<file path="config.mk">
export PLATFORM = sky130hd
export DESIGN_NAME = d8m_stream_capture
export DESIGN_NICKNAME = d
export VERILOG_FILES = /design/src/rtl/d8m_stream_capture.sv
export SDC_FILE = /design/constraint.sdc
export NUM_CORES = 1
export LEC_CHECK = 0
export ABC_AREA = 0
export CAP_MARGIN = 20
export CORE_MARGIN = 2
export CORE_UTILIZATION = 64
export CTS_CLUSTER_SIZE = 20
export DETAILED_ROUTE_END_ITERATION = 10
export GPL_ROUTABILITY_DRIVEN = 0
export PLACE_DENSITY = 0.89
export REMOVE_ABC_BUFFERS = 1
export SLEW_MARGIN = 20
export SYNTH_ARGS = -nofsm -noshare
export SYNTH_HDL_FRONTEND = slang
export SYNTH_SLANG_ARGS = --single-unit
</file>
<file path="constraint.sdc">
create_clock -name clk_clk -period 5.3 [get_ports clk_clk]
set_input_delay 0.53 -clock clk_clk [delete_from_list [all_inputs] [get_ports clk_clk]]
set_output_delay 0.53 -clock clk_clk [all_outputs]
set_load 0.05 [all_outputs]
</file>
<file path="src/rtl/d8m_stream_capture.sv">
// D8M parallel-pixel capture: turns FVAL/LVAL-framed pixels into one Avalon-ST VIP packet per
// frame (header beat + kept pixels), with decimation, skid FIFO, geometry and sticky errors.
module d8m_stream_capture #(
  parameter int DATA_W     = 12,
  parameter int FIFO_DEPTH = 16,
  parameter int DECIM      = 1,
  parameter int CNT_W      = 12
) (
  input  logic              clk_clk,
  input  logic              reset_reset,
  input  logic              cfg_enable,
  input  logic [DATA_W-1:0] cam_d,
  input  logic              cam_fval,
  input  logic              cam_lval,
  output logic [DATA_W-1:0] out_data,
  output logic              out_valid,
  input  logic              out_ready,
  output logic              out_sop,
  output logic              out_eop,
  output logic [CNT_W-1:0]  frame_width,
  output logic [CNT_W-1:0]  frame_height,
  output logic [15:0]       frame_count,
  output logic              err_overflow,
  output logic              err_geometry,
  input  logic              err_clear
);

  localparam int AW = $clog2(FIFO_DEPTH);
  localparam int FW = DATA_W + 2;
  localparam logic [CNT_W-1:0] CNT_MAX  = {CNT_W{1'b1}};
  localparam logic [CNT_W-1:0] CNT_ONE  = {{(CNT_W-1){1'b0}}, 1'b1};
  localparam logic [CNT_W-1:0] DEC_MASK = CNT_W'(DECIM - 1);
  localparam logic [AW:0]      PTR_ONE  = {{AW{1'b0}}, 1'b1};

  typedef enum logic [1:0] {
    S_IDLE   = 2'd0,
    S_HEADER = 2'd1,
    S_ACTIVE = 2'd2,
    S_DROP   = 2'd3
  } state_t;

  function automatic logic [CNT_W-1:0] sat_inc(input logic [CNT_W-1:0] v);
    return (v == CNT_MAX) ? v : (v + CNT_ONE);
  endfunction

  state_t            state_q, state_d;
  logic              fval_prev_q, lval_prev_q;
  logic [CNT_W-1:0]  col_q, col_d;
  logic [CNT_W-1:0]  row_q, row_d;
  logic [CNT_W-1:0]  line_kept_q, line_kept_d;
  logic [CNT_W-1:0]  kept_rows_q, kept_rows_d;
  logic [CNT_W-1:0]  ref_w_q, ref_w_d;
  logic              ref_valid_q, ref_valid_d;
  logic              hold_valid_q, hold_valid_d;
  logic [DATA_W-1:0] hold_data_q, hold_data_d;
  logic [CNT_W-1:0]  width_q, width_d;
  logic [CNT_W-1:0]  height_q, height_d;
  logic [15:0]       count_q, count_d;
  logic              err_ovf_q, err_geo_q;

  logic [FW-1:0]     mem_q [FIFO_DEPTH];
  logic [AW:0]       wr_ptr_q, rd_ptr_q;

  logic              fifo_empty_s, fifo_full_s, pop_s, can_push_s;
  logic [FW-1:0]     head_s;
  logic              push_s;
  logic [FW-1:0]     push_word_s;
  logic              ovf_set_s, geo_set_s;
  logic              pix_valid_s, lval_fall_s, fval_rise_s, keep_s;
  logic [CNT_W-1:0]  width_next_s, height_next_s;

  assign fifo_empty_s = (wr_ptr_q == rd_ptr_q);
  assign fifo_full_s  = (wr_ptr_q[AW] != rd_ptr_q[AW]) &&
                        (wr_ptr_q[AW-1:0] == rd_ptr_q[AW-1:0]);
  assign pop_s        = !fifo_empty_s && out_ready;
  // A pop in the same cycle frees the slot a push needs.
  assign can_push_s   = !fifo_full_s || pop_s;
  assign head_s       = mem_q[rd_ptr_q[AW-1:0]];

  assign out_valid = !fifo_empty_s;
  assign out_data  = fifo_empty_s ? {DATA_W{1'b0}} : head_s[DATA_W-1:0];
  assign out_sop   = !fifo_empty_s && head_s[FW-1];
  assign out_eop   = !fifo_empty_s && head_s[FW-2];

  assign frame_width  = width_q;
  assign frame_height = height_q;
  assign frame_count  = count_q;
  assign err_overflow = err_ovf_q;
  assign err_geometry = err_geo_q;

  assign pix_valid_s = cam_fval && cam_lval;
  assign lval_fall_s = lval_prev_q && !cam_lval;
  assign fval_rise_s = cam_fval && !fval_prev_q;
  assign keep_s      = pix_valid_s && ((col_q & DEC_MASK) == {CNT_W{1'b0}}) &&
                       ((row_q & DEC_MASK) == {CNT_W{1'b0}});

  // Geometry as it stands if the frame closes this cycle (covers a line ending on the same edge).
  assign width_next_s  = ref_valid_q ? ref_w_q :
                         (lval_fall_s ? line_kept_q : {CNT_W{1'b0}});
  assign height_next_s = (lval_fall_s && (line_kept_q != {CNT_W{1'b0}})) ?
                         sat_inc(kept_rows_q) : kept_rows_q;

  // Next-state, counter, hold-register and FIFO-push decisions.
  always_comb begin
    state_d      = state_q;
    col_d        = col_q;
    row_d        = row_q;
    line_kept_d  = line_kept_q;
    kept_rows_d  = kept_rows_q;
    ref_w_d      = ref_w_q;
    ref_valid_d  = ref_valid_q;
    hold_valid_d = hold_valid_q;
    hold_data_d  = hold_data_q;
    width_d      = width_q;
    height_d     = height_q;
    count_d      = count_q;
    push_s       = 1'b0;
    push_word_s  = {FW{1'b0}};
    ovf_set_s    = 1'b0;
    geo_set_s    = 1'b0;

    case (state_q)
      S_IDLE: begin
        if (fval_rise_s && cfg_enable) begin
          state_d = S_HEADER;
        end else begin
          state_d = S_IDLE;
        end
      end

      S_HEADER: begin
        col_d        = {CNT_W{1'b0}};
        row_d        = {CNT_W{1'b0}};
        line_kept_d  = {CNT_W{1'b0}};
        kept_rows_d  = {CNT_W{1'b0}};
        ref_w_d      = {CNT_W{1'b0}};
        ref_valid_d  = 1'b0;
        hold_valid_d = 1'b0;
        if (can_push_s) begin
          push_s      = 1'b1;
          push_word_s = {1'b1, 1'b0, {DATA_W{1'b0}}};
          state_d     = S_ACTIVE;
        end else begin
          state_d = S_HEADER;
        end
      end

      S_ACTIVE: begin
        if (lval_fall_s) begin
          col_d       = {CNT_W{1'b0}};
          row_d       = sat_inc(row_q);
          line_kept_d = {CNT_W{1'b0}};
          // Decimated-away rows have no kept pixels and take no part in the width check.
          if (line_kept_q != {CNT_W{1'b0}}) begin
            kept_rows_d = sat_inc(kept_rows_q);
            if (!ref_valid_q) begin
              ref_w_d     = line_kept_q;
              ref_valid_d = 1'b1;
            end else if (line_kept_q != ref_w_q) begin
              geo_set_s = 1'b1;
            end else begin
              geo_set_s = 1'b0;
            end
          end else begin
            kept_rows_d = kept_rows_q;
          end
        end else if (pix_valid_s) begin
          col_d = sat_inc(col_q);
          if (keep_s) begin
            line_kept_d = sat_inc(line_kept_q);
          end else begin
            line_kept_d = line_kept_q;
          end
        end else begin
          col_d = col_q;
        end

        if (!cam_fval) begin
          // Frame over: close the packet as soon as there is room for the eop beat.
          if (can_push_s) begin
            push_s       = 1'b1;
            push_word_s  = {1'b0, 1'b1, hold_valid_q ? hold_data_q : {DATA_W{1'b0}}};
            hold_valid_d = 1'b0;
            width_d      = width_next_s;
            height_d     = height_next_s;
            count_d      = count_q + 16'd1;
            state_d      = S_IDLE;
          end else begin
            state_d = S_ACTIVE;
          end
        end else if (keep_s) begin
          if (!can_push_s) begin
            ovf_set_s    = 1'b1;
            hold_valid_d = 1'b0;
            state_d      = S_DROP;
          end else begin
            push_s       = hold_valid_q;
            push_word_s  = {1'b0, 1'b0, hold_data_q};
            hold_data_d  = cam_d;
            hold_valid_d = 1'b1;
          end
        end else begin
          state_d = S_ACTIVE;
        end
      end

      S_DROP: begin
        hold_valid_d = 1'b0;
        if (!cam_fval && can_push_s) begin
          push_s      = 1'b1;
          push_word_s = {1'b0, 1'b1, {DATA_W{1'b0}}};
          count_d     = count_q + 16'd1;
          state_d     = S_IDLE;
        end else begin
          state_d = S_DROP;
        end
      end

      default: begin
        state_d = S_IDLE;
      end
    endcase
  end

  // State, counters, FIFO pointers and sticky flags.
  always_ff @(posedge clk_clk) begin
    if (reset_reset) begin
      state_q      <= S_IDLE;
      // Treat fval as already high so a frame in progress at reset release is skipped.
      fval_prev_q  <= 1'b1;
      lval_prev_q  <= 1'b0;
      col_q        <= {CNT_W{1'b0}};
      row_q        <= {CNT_W{1'b0}};
      line_kept_q  <= {CNT_W{1'b0}};
      kept_rows_q  <= {CNT_W{1'b0}};
      ref_w_q      <= {CNT_W{1'b0}};
      ref_valid_q  <= 1'b0;
      hold_valid_q <= 1'b0;
      hold_data_q  <= {DATA_W{1'b0}};
      width_q      <= {CNT_W{1'b0}};
      height_q     <= {CNT_W{1'b0}};
      count_q      <= 16'd0;
      err_ovf_q    <= 1'b0;
      err_geo_q    <= 1'b0;
      wr_ptr_q     <= {(AW+1){1'b0}};
      rd_ptr_q     <= {(AW+1){1'b0}};
    end else begin
      state_q      <= state_d;
      fval_prev_q  <= cam_fval;
      lval_prev_q  <= cam_lval;
      col_q        <= col_d;
      row_q        <= row_d;
      line_kept_q  <= line_kept_d;
      kept_rows_q  <= kept_rows_d;
      ref_w_q      <= ref_w_d;
      ref_valid_q  <= ref_valid_d;
      hold_valid_q <= hold_valid_d;
      hold_data_q  <= hold_data_d;
      width_q      <= width_d;
      height_q     <= height_d;
      count_q      <= count_d;
      // A new error outranks a coincident clear.
      err_ovf_q    <= ovf_set_s || (err_ovf_q && !err_clear);
      err_geo_q    <= geo_set_s || (err_geo_q && !err_clear);
      wr_ptr_q     <= push_s ? (wr_ptr_q + PTR_ONE) : wr_ptr_q;
      rd_ptr_q     <= pop_s ? (rd_ptr_q + PTR_ONE) : rd_ptr_q;
    end
  end

  // FIFO storage; contents need no reset because the pointers define validity.
  always_ff @(posedge clk_clk) begin
    if (push_s) begin
      mem_q[wr_ptr_q[AW-1:0]] <= push_word_s;
    end
  end

endmodule

</file>
Yosys cells after proc, flatten, opt, wreduce, memory -nomap -nowiden:

Memories as Yosys holds them, arrays and structs flattened. A register that Yosys moved wholly into a read port is not among the register bits.
Index checks and enable logic that the tools add are counted.

* bitwise operators: 1
* muxes and demuxes: 62
* magnitude comparators: 0
* multipliers: 0
* shift-type cells: 0
* divide/modulo/power cells: 0
* eq/ne operators: 20
* reductions and logical operators: 34
* add/sub/neg operators: 5

Operators by type and width (number)
* $mux W12: 16
* $pmux W12 S2: 3
* $mux W16: 3
* $pmux W14 S3: 1
* $pmux W16 S2: 1
* $mux W14: 2
* $mux W13: 2
* $add A12 B1 Y12 const B: 2
* $eq A12 B12 Y1 const B: 2
* $mux W1: 22
* $add A16 B1 Y16 const B: 1
* $logic_and A1 B1 Y1: 12
* $mux W2: 6
* $ne A12 B12 Y1: 1
* $ne A2 B2 Y1 const B: 6
* $ne A3 B3 Y1 const B: 4
* $reduce_and A3 Y1: 4
* $reduce_and A4 Y1: 3
* $reduce_bool A12 Y1: 1
* $add A5 B1 Y5 const B: 2
* $mux W4: 2
* $pmux W2 S4: 1
* $logic_not A1 Y1: 6
* $reduce_bool A2 Y1: 3
* other kinds (12): 16

* flip-flop bits (word level): 106
* bits in latches: 0
* bits in read-only memories: 0
* output and inout bits: 57
* RAM bits: 224
* input bits: 19
* logic and storage cells: 139
* memories kept: 1

Memories
* mem_q: depth 16, width 14, read ports 1, clocked after memory_dff 1, wr ports 1, line 61 `logic [FW-1:0] mem_q [FIFO_DEPTH];`

Logic depth before layout (Yosys ltp):

Gate-level depths: netlist (run 1).

* depth after elaboration: 10
* gate-level depth with buffers: 9
* depth with buffers taken out: 7

Least setup slack after synthesis (run 1):

OpenSTA, ideal clock, no wires.

* path type: register to register
* from: reg state_q[0]
* to: mem mem_q[3][0] (netlist name), enable pin
* path buffers: 2
* cell stages (with the launch flop): 10
* clock period less this slack: 2.872 ns
* data arrival time: 2.469 ns
* library setup time: 0.403 ns
* data required time: 4.897 ns
* path slack: 2.428 ns
* path through: dfxtp_1 -> inv_1 -> ha_1 -> buf_2 -> inv_1 -> a22oi_1 -> o221a_1 -> buf_2 -> nand2_1 -> nor3_1

* cells in the longest elaborated chain, start to end: 4
* elaborated cells on any way between the ends: 6
* those cells by class: eq/ne (3); mux (3)

RTL lines
* start: declaration: line 46 `state_t state_q, state_d;`
* start signal: assignment: line 248 `state_q <= state_d;`
* $eq A2 B2 Y1, or another cell as far along: line 122 `case (state_q)`
* $pmux W1 S3 *: line 122
* $mux W1 *: line 272 `if (push_s) begin`
* $mux W1 (implied by the code) *: line 273 `mem_q[wr_ptr_q[AW-1:0]] <= push_word_s;`
* end: declaration: line 61

Mark *: on every way between the ends. The rest lies on a longest branch, timed or not.

==> impl_metrics.tcl, run 1 <==
set metrics [dict create \
    fin_ws_ps 1110 \
    ys_seq_area_share_pct 62.4 \
    worst_pin_slew_ps 1070 \
    use_met3_pct 4.99 \
    fin_skew_ps 19.9 \
    numCtsBuffers 34 \
    yosysWarnings 0 \
    rsz0062_at_grt "no" \
    hold_path.class "in2reg" \
    die_x_um 153 \
    cp-start-kind "register" \
    synth_edf_count 224 \
    syn-cell-area_mm2 0.0143 \
    path_class "reg2out" \
    antenna_found_initial 1 \
    ctsHoldBuffers 0 \
    cp_num_cells 5 \
    synth_area_per_cell_um2 14.0 \
    grt_first_pass_wirelength_mm 51.7 \
    fp.dieH_um 153 \
    drt_first_pass_iters 5 \
    period_needed_ps 4190 \
    synth_top_family_by_area "multiplexers" \
    p_per_area_mw_per_mm2 312 \
    final_common_cell "edfxtp_1" \
    slew_headroom_pct 28.4 \
    min_from "reset_reset" \
    ioPinCount 76 \
    diodes 0 \
    path_cells "buf_4 -> mux4_2 -> mux4_2 -> nor2b_1 -> clkdlybuf4s50_1" \
    grt_pass1_vias 8815 \
    cts_setup_buffers 0 \
    synthToLayoutAreaGrowth_pct 14.4 \
    drt_iter0_markers 925 \
    clk-insertion-delay-late_ps 520 \
    setup_tns_ps 0 \
    grt_overflow 0 \
    arrival_ps 3660 \
    dominantRegCellSynth "edfxtp_1" \
    slowest_stage "dfxtp_4" \
    crit_top_cell "mux4_2" \
    status "complete, no violations" \
    p_leak_nw 5.43 \
    path_clk_slew_ps 60 \
    wl_mm 33.9 \
    rows 54 \
    max-clock-path-buffers 3 \
    critPathBufInv 2 \
    post-route-period-util_pct 79.1 \
    fillerInstances 1331 \
    finalSetupViolations 0 \
    layout_common_cells "224 x edfxtp_1, 108 x dfxtp_1, 84 x nor2_1" \
    synthArstFlopShare_pct 0 \
    drc 0 \
    hold_path_depth 2 \
    port-buffer-count 75 \
    place.detailed.hpwl_mm 19.7 \
    vias 9084 \
    fin_worst_hold_slack_ps 323 \
    gr-usage-met1_pct 38.7 \
    cp-end-kind "output port" \
    synth_xor_xnor_area_share_pct 2.82 \
    cap_violations 0 \
    ys_types 69 \
    place_ws_ps 1600 \
    drive_gt1_share_pct 15.2 \
    critPathRequiredTime_ps 4770 \
    grt-busiest-layer "met2" \
    r2r_start "wr_ptr_q[3]" \
    syn_inst 1023 \
    fin_nets 1121 \
    critPathMaxFanout 40 \
    max_freq_ghz 0.239 \
    cts_tree "done" \
    grt_max_degree 82 \
    via_per_inst 6.52 \
    synth-seq-cells 334 \
    finalHoldViolCount 0 \
    synth.mux.area_fraction_pct 12.8 \
    crit_family "buffers and inverters" \
    initial_utilization_pct 65.3 \
    die-area_mm2 0.0236 \
    ir_drop_mv 0.211 \
    slew_violations 0 \
    ant_nets 0 \
    core_region_area_mm2 0.0219 \
    gr-usage-met2_pct 48.7 \
    ctsResizeCount 0 \
    cts_max_level 2 \
    cts.sinks 334 \
    synth-simple-area-share_pct 11.1 \
    max_stage_delay_ps 880 \
    synth_fa_ha_area_share_pct 1.14 \
    reg2reg_depth 6 \
    grt_usage_pct 28.8 \
    cts_root_buf "clkbuf_16" \
    synth_compound_area_share_pct 6.97 \
    routed_wire_length_per_instance_um 24.3 \
]
[kinds of logic after synthesis]
| family | Yosys count |
|---|---|
| flip-flops | 334 |
| AND/OR/NAND/NOR | 306 |
| AO/OA/AOI/OAI | 142 |
| multiplexers | 94 |
| buffers and inverters | 88 |
| XOR/XNOR | 46 |
| adder cells (fa/ha/maj) | 13 |
[layer usage]
layer / part of all wire, % / up-vias
li1: - / 4028
met1: 38 / 4493
met2: 51 / 494
met3: 8.5 / 69
met4: 2.8 / 0
met5: 0 / -
[synth_stat cells, types with 4 or more instances]
master     instances  area share [%]
nand3_1           32             1.1
inv_1             14            0.37
a22oi_1           13            0.68
and4_1             5            0.31
and3_1             5            0.22
mux2_1             5            0.39
buf_4              7            0.37
o2111ai_1          4            0.25
o211ai_1           5            0.26
mux4_2            70              11
a211oi_1          19             1.0
nor3_1            14            0.49
buf_2             19            0.67
xor2_1            25             1.5
edfxtp_1         224              47
buf_1              6            0.16
xnor2_1           21             1.3
and2_1            16            0.70
mux2i_1           16             1.1
nor2_1            84             2.2
nand2_1           51             1.3
nor2b_1           22            0.96
nor4_1             7            0.31
a21oi_1           28            0.98
a31oi_1           21            0.92
o21ai_1           15            0.53
dfxtp_1          110              15
o21ai_0            9            0.32
ha_1              13             1.1
nand2b_1          25             1.1
clkbuf_1          38             1.0
nand4_1           25             1.1
[state kept, by name (all words and copies together), names as in the netlist, named ones only]
register and cells:
hold_data_q 12, err_geometry 1, frame_height 12, hold_valid_q 1, frame_count 16, ref_w_q 12
frame_width 12, err_overflow 1, wr_ptr_q 5, ref_valid_q 1, mem_q 224, rd_ptr_q 5
kept_rows_q 12, fval_prev_q 1, lval_prev_q 1, state_q 2, line_kept_q 12
[power breakdown]
part | internal [mW] | leakage, nW | total (mW) | switching, mW
clock network | 1.32 | 0.508 | 2.31 | 0.988
logic | 0.0160 | 1.74 | 0.0434 | 0.0274
registers | 2.74 | 3.18 | 2.74 | 0.000216
[area by class of cell]
class / instances / area (um^2) / share of cell area (%)
clock buffer: 45 / 913 / 5.59
clock inverter: 16 / 140 / 0.857
inverter: 16 / 60.1 / 0.367
multi-input combinational: 601 / 5010 / 30.6
sequential: 334 / 8930 / 54.6
tap: 280 / 350 / 2.14
timing repair buffer: 102 / 948 / 5.80
[per-stage QoR]
| step | cell area, um^2 | std cells | power [mW] | utilization, % |
|---|---|---|---|---|
| after floorplan | 14000 | 951 | 2.81 | - |
| after global placement | 15300 | 1333 | 2.84 | 69.9 |
| after detailed placement | 15300 | 1333 | 2.84 | 69.9 |
| after CTS | 16300 | 1394 | 5.12 | 74.7 |
| after global routing | 16400 | 1394 | 5.21 | 74.7 |
| final | 16400 | 1394 | 5.10 | 74.7 |
[path summary, 6_finish.rpt]
kind / slack [ps] / endpoint
min reg2reg: 480 / frame_height[7]
max: 1110 / out_data[1]
max reg2reg: 2110 / mem_q[5][3]
min: 320 / err_geometry
No activity file was read; power rests on OpenSTA's default activity.
==> run 2, diff against run 1 <==
--- a/config.mk
+++ b/config.mk
@@ -8,11 +8,11 @@
 export ABC_AREA = 0
 export CAP_MARGIN = 20
 export CORE_MARGIN = 2
-export CORE_UTILIZATION = 64
+export CORE_UTILIZATION = 60
 export CTS_CLUSTER_SIZE = 20
 export DETAILED_ROUTE_END_ITERATION = 10
 export GPL_ROUTABILITY_DRIVEN = 0
-export PLACE_DENSITY = 0.89
+export PLACE_DENSITY = 0.85
 export REMOVE_ABC_BUFFERS = 1
 export SLEW_MARGIN = 20
 export SYNTH_ARGS = -nofsm -noshare
==> constraint.sdc (replaced) <==
create_clock -name clk_clk -period 4.25 [get_ports clk_clk]
set_input_delay 0.425 -clock clk_clk [delete_from_list [all_inputs] [get_ports clk_clk]]
set_output_delay 0.425 -clock clk_clk [all_outputs]
set_load 0.05 [all_outputs]
==> impl_metrics.tcl, run 2 (synthesis results as in run 1) <==
set metrics [dict create \
    post-route-period-util_pct 91.6 \
    fp.dieH_um 158 \
    setup_tns_ps 0 \
    p_per_area_mw_per_mm2 397 \
    vias 9138 \
    grt_pass1_vias 9065 \
    top_layer "met4" \
    ant_nets 0 \
    clkPwrFrac_pct 47.1 \
    rows 56 \
    swShare_pct 19.5 \
    fin_skew_ps 21.3 \
    crit_top_cell "mux4_2" \
    cts.sinks 334 \
    finalPower_mw 6.58 \
    routed-wl-met3_mm 2.81 \
    final_common_cell "edfxtp_1" \
    cap_violations 0 \
    largest_reg_flops 224 \
    status "complete, no violations" \
    period_needed_ps 3890 \
    die-area_mm2 0.0251 \
    drc 0 \
    max_stage_delay_ps 710 \
    finalHoldViolCount 0 \
    worstHoldEndpoint "frame_height[7]" \
    grt_max_degree 90 \
    path_clk_slew_ps 60 \
    cts_setup_buffers 0 \
    max_freq_ghz 0.257 \
    wl_met2_mm 17.1 \
    combPwrFrac_pct 0.9 \
    worst_pin_slew_ps 1070 \
    finalSetupViolations 0 \
    rrSetupSlack_ps 1450 \
    drt_first_pass_iters 5 \
    cts_root_buf "clkbuf_16" \
    cts_max_level 2 \
    grt_first_pass_wirelength_mm 52.2 \
    fin_util_pct 70.8 \
    die_x_um 158 \
    drive_gt1_share_pct 16.2 \
    fin_nets 1127 \
    hold_path.class "reg2reg" \
    numCtsBuffers 34 \
    rsz0062_at_grt "no" \
    slowest_stage "dfxtp_4" \
    slew_violations 0 \
    initial_utilization_pct 61.1 \
    clk-insertion-delay-late_ps 530 \
    seq_power_share_pct 52.0 \
    r2r_start "state_q[0]" \
    ctsHoldBuffers 0 \
    place.detailed.hpwl_mm 18.9 \
    drt_iter0_markers 1098 \
    port-buffer-count 75 \
    max-clock-path-buffers 3 \
    slew_headroom_pct 28.5 \
    ioPinCount 76 \
    critPathMaxFanout 27 \
    p_leak_nw 5.53 \
    layout_common_cells "224 x edfxtp_1, 108 x dfxtp_1, 84 x nor2_1" \
    synthToLayoutAreaGrowth_pct 15.9 \
    cts_tree "done" \
    core_region_area_mm2 0.0234 \
    arrival_ps 3470 \
    diodes 0 \
    min_from "frame_height[7]" \
    r2r_end "mem_q[8][12]" \
    routed_wire_length_per_instance_um 23.6 \
    path_cells "buf_12 -> mux4_2 -> mux4_2 -> nor2b_1 -> clkdlybuf4s50_1" \
    grt_usage_pct 28.0 \
    via_per_inst 6.35 \
    wl_mm 34.0 \
    ir_drop_mv 0.280 \
    critPathRequiredTime_ps 3830 \
    fillerInstances 1528 \
    hold_path_depth 2 \
    power.switching_mw 1.28 \
    internal-power_mw 5.30 \
    path_class "reg2out" \
    antenna_found_initial 0 \
    reg2reg_depth 6 \
    cp-start-kind "register" \
    cp-end-kind "output port" \
    drt-met1-wl_mm 13.3 \
    grt_overflow 0 \
    ctsResizeCount 0 \
]
run 2: area by class of cell:
class | instances | area [um^2] | area share (%)
clock buffer | 46 | 967 | 5.83
tap | 319 | 399 | 2.41
inverter | 16 | 60.1 | 0.362
sequential | 334 | 8930 | 53.9
clock inverter | 16 | 201 | 1.22
multi-input combinational | 601 | 5010 | 30.2
timing repair buffer | 108 | 1010 | 6.08
run 2: power by group through the flow:
stage | registers (mW) | logic [mW] | clock network (mW)
finish | 3.42 | 0.0567 | 3.10
global placement | 3.49 | 0.0546 | 0
global route | 3.42 | 0.0602 | 3.24
detailed placement | 3.49 | 0.0552 | 0
floorplan | 3.49 | 0.0135 | 0
CTS | 3.42 | 0.0558 | 3.14
run 2: worst max-delay path by stage:
stage                     startpoint           to  slack [ps]
final                       register  out_data[5]         360
after global routing        register  out_data[5]         210
after CTS                   register  out_data[5]         300
after detailed placement    register  out_data[5]         880
after global placement      register  out_data[5]         970
after floorplan             register  out_data[0]           1
run 2: critical path, delay by kind of cell (launching register included):
kind	cells	cell delay, ps
buf+inv	2	1010
flops	1	710
mux	2	1070
simple gates	1	160
run 2: through the flow:
stage          instances  hold slack [ps]  cell area (um^2)  worst slack (ps)
2_1_floorplan        951              452             14000              1.33
3_3_place_gp        1378              446             15400               966
3_5_place_dp        1378              460             15400               883
4_1_cts             1440              472             16600               296
5_1_grt             1440              493             16600               206
6_report            1440              465             16600               357
run 2: metal layers:
| layer | GRT usage [%] | up-vias |
|---|---|---|
| met2 | 47.2 | 476 |
| met3 | 4.71 | 72 |
| met5 | 0 | - |
| met1 | 37.5 | 4542 |
| li1 | - | 4048 |
| met4 | 8.67 | 0 |
==> run 3, diff against run 2 <==
--- a/config.mk
+++ b/config.mk
@@ -8,11 +8,12 @@
 export ABC_AREA = 0
 export CAP_MARGIN = 20
 export CORE_MARGIN = 2
-export CORE_UTILIZATION = 60
+export CORE_UTILIZATION = 62
+export CTS_BUF_LIST = sky130_fd_sc_hd__clkbuf_4 sky130_fd_sc_hd__clkbuf_8
 export CTS_CLUSTER_SIZE = 20
 export DETAILED_ROUTE_END_ITERATION = 10
 export GPL_ROUTABILITY_DRIVEN = 0
-export PLACE_DENSITY = 0.85
+export PLACE_DENSITY = 0.87
 export REMOVE_ABC_BUFFERS = 1
 export SLEW_MARGIN = 20
 export SYNTH_ARGS = -nofsm -noshare
==> impl_metrics.tcl, run 3 (synthesis results as in run 1) <==
set metrics [dict create \
    initial_utilization_pct 63.2 \
    ir_drop_mv 0.201 \
    r2r_end "mem_q[12][8]" \
    cap_violations 0 \
    ctsResizeCount 0 \
    vias 9104 \
    place.detailed.hpwl_mm 19.7 \
    post-route-period-util_pct 93.1 \
    critPathBufInv 2 \
    period_needed_ps 3960 \
    clkPwrFrac_pct 44.5 \
    cp-start-kind "register" \
    largest_reg_flops 224 \
    synthToLayoutAreaGrowth_pct 15.1 \
    wl_mm 31.9 \
    fin_skew_ps 20.6 \
    grt_usage_pct 27.5 \
    path_cells "buf_4 -> mux4_2 -> mux4_2 -> nor2b_1 -> clkdlybuf4s50_1" \
    path_clk_slew_ps 70 \
    clk-insertion-delay-late_ps 590 \
    cp-end-kind "output port" \
    crit_top_cell "mux4_2" \
    setup_tns_ps 0 \
    max_freq_ghz 0.253 \
    ant_nets 0 \
    cts_max_level 2 \
    cts_root_buf "clkbuf_8" \
    critPathRequiredTime_ps 3830 \
    drc 0 \
    cts_tree "done" \
    r2r_start "wr_ptr_q[3]" \
    status "complete, no violations" \
    routed_wire_length_per_instance_um 22.1 \
    critPathMaxFanout 27 \
    worstHoldEndpoint "hold_data_q[0]" \
    drive_gt1_share_pct 18.5 \
    swShare_pct 20.7 \
    p_leak_nw 5.53 \
    grt_overflow 0 \
    reg2reg_depth 6 \
    min_from "reset_reset" \
    power.switching_mw 1.30 \
    seq_power_share_pct 54.6 \
    numCtsBuffers 52 \
    crit_family "multiplexers" \
    max_stage_delay_ps 710 \
    ioPinCount 76 \
    fin_nets 1144 \
    hold_path.class "in2reg" \
    rrSetupSlack_ps 1210 \
    p_per_area_mw_per_mm2 381 \
    finalSetupViolations 0 \
    via_per_inst 6.32 \
    core_region_area_mm2 0.0226 \
    finalHoldViolCount 0 \
    hold_path_depth 2 \
    path_class "reg2out" \
    internal-power_mw 4.97 \
    antenna_found_initial 0 \
    diodes 0 \
    worst_pin_slew_ps 1110 \
    fillerInstances 1396 \
    cts_setup_buffers 0 \
    grt_max_degree 64 \
    max-clock-path-buffers 3 \
    rsz0062_at_grt "no" \
    port-buffer-count 75 \
    layout_common_cells "224 x edfxtp_1, 108 x dfxtp_1, 84 x nor2_1" \
    final_common_cell "edfxtp_1" \
    die_x_um 156 \
    fin_worst_hold_slack_ps 244 \
    slew_headroom_pct 25.6 \
    drt_first_pass_iters 5 \
    die-area_mm2 0.0243 \
    arrival_ps 3530 \
    cts.sinks 334 \
    grt_pass1_vias 9245 \
    combPwrFrac_pct 0.9 \
    ctsHoldBuffers 0 \
    grt_first_pass_wirelength_mm 50.8 \
    drt_iter0_markers 1015 \
    fp.dieH_um 156 \
    slowest_stage "dfxtp_4" \
    rows 55 \
    slew_violations 0 \
]
==> run 3: cell count changes in the layout (fill, tap and decap cells not counted), moves of 2 or more <==
cell,before,now
clkinv_8,2,0
clkinv_1,5,14
clkbuf_8,5,56
clkbuf_16,35,0
clkbuf_1,6,0
clkbuf_4,0,13
clkinv_2,6,11
buf_4,33,31
==> run 3: power by group through the flow <==
| stage | clock network [mW] | registers (mW) | logic, mW |
|---|---|---|---|
| after floorplan | 0 | 3.49 | 0.0135 |
| after global placement | 0 | 3.49 | 0.0542 |
| after detailed placement | 0 | 3.49 | 0.0552 |
| after CTS | 2.82 | 3.42 | 0.0556 |
| after global routing | 2.96 | 3.42 | 0.0596 |
| final | 2.79 | 3.42 | 0.0559 |
==> run 3: stage by stage <==
step / area (um^2) / cells / power, mW / worst slack, ps / utilization, %
after floorplan: 14000 / 951 / 3.51 / 1.33 / -
after global placement: 15400 / 1343 / 3.55 / 931 / 67.9
after detailed placement: 15400 / 1343 / 3.55 / 852 / 67.9
after CTS: 16400 / 1441 / 6.30 / 221 / 72.7
after global routing: 16500 / 1441 / 6.44 / 90.2 / 72.7
final: 16500 / 1441 / 6.27 / 293 / 72.7
==> run 3: layout make-up <==
type                            count  area [um^2]  share of cell area, %
Multi-Input combinational cell    601         5000                   30.4
Tap cell                          285          357                   2.17
Clock inverter                     29          218                   1.32
Sequential cell                   334         8930                   54.3
Clock buffer                       69          868                   5.28
Inverter                           16         60.1                  0.365
Timing Repair Buffer              107         1010                   6.16
==> run 3: per-layer routing <==
| layer | part of all wire [%] | track usage [%] |
|---|---|---|
| met4 | 2.8 | 9.04 |
| met5 | 0 | 0 |
| met2 | 51 | 47.6 |
| met1 | 38 | 35.7 |
| met3 | 7.5 | 4.50 |
==> run 3: how the worst max path moves through the flow <==
stage               cells past startpoint  slack (ps)     endpoint
CTS                                     5         220      out_eop
floorplan                               3           1  out_data[0]
global placement                        5         930      out_eop
detailed placement                      5         850      out_eop
finish                                  5         290      out_eop
global route                            5          90      out_eop
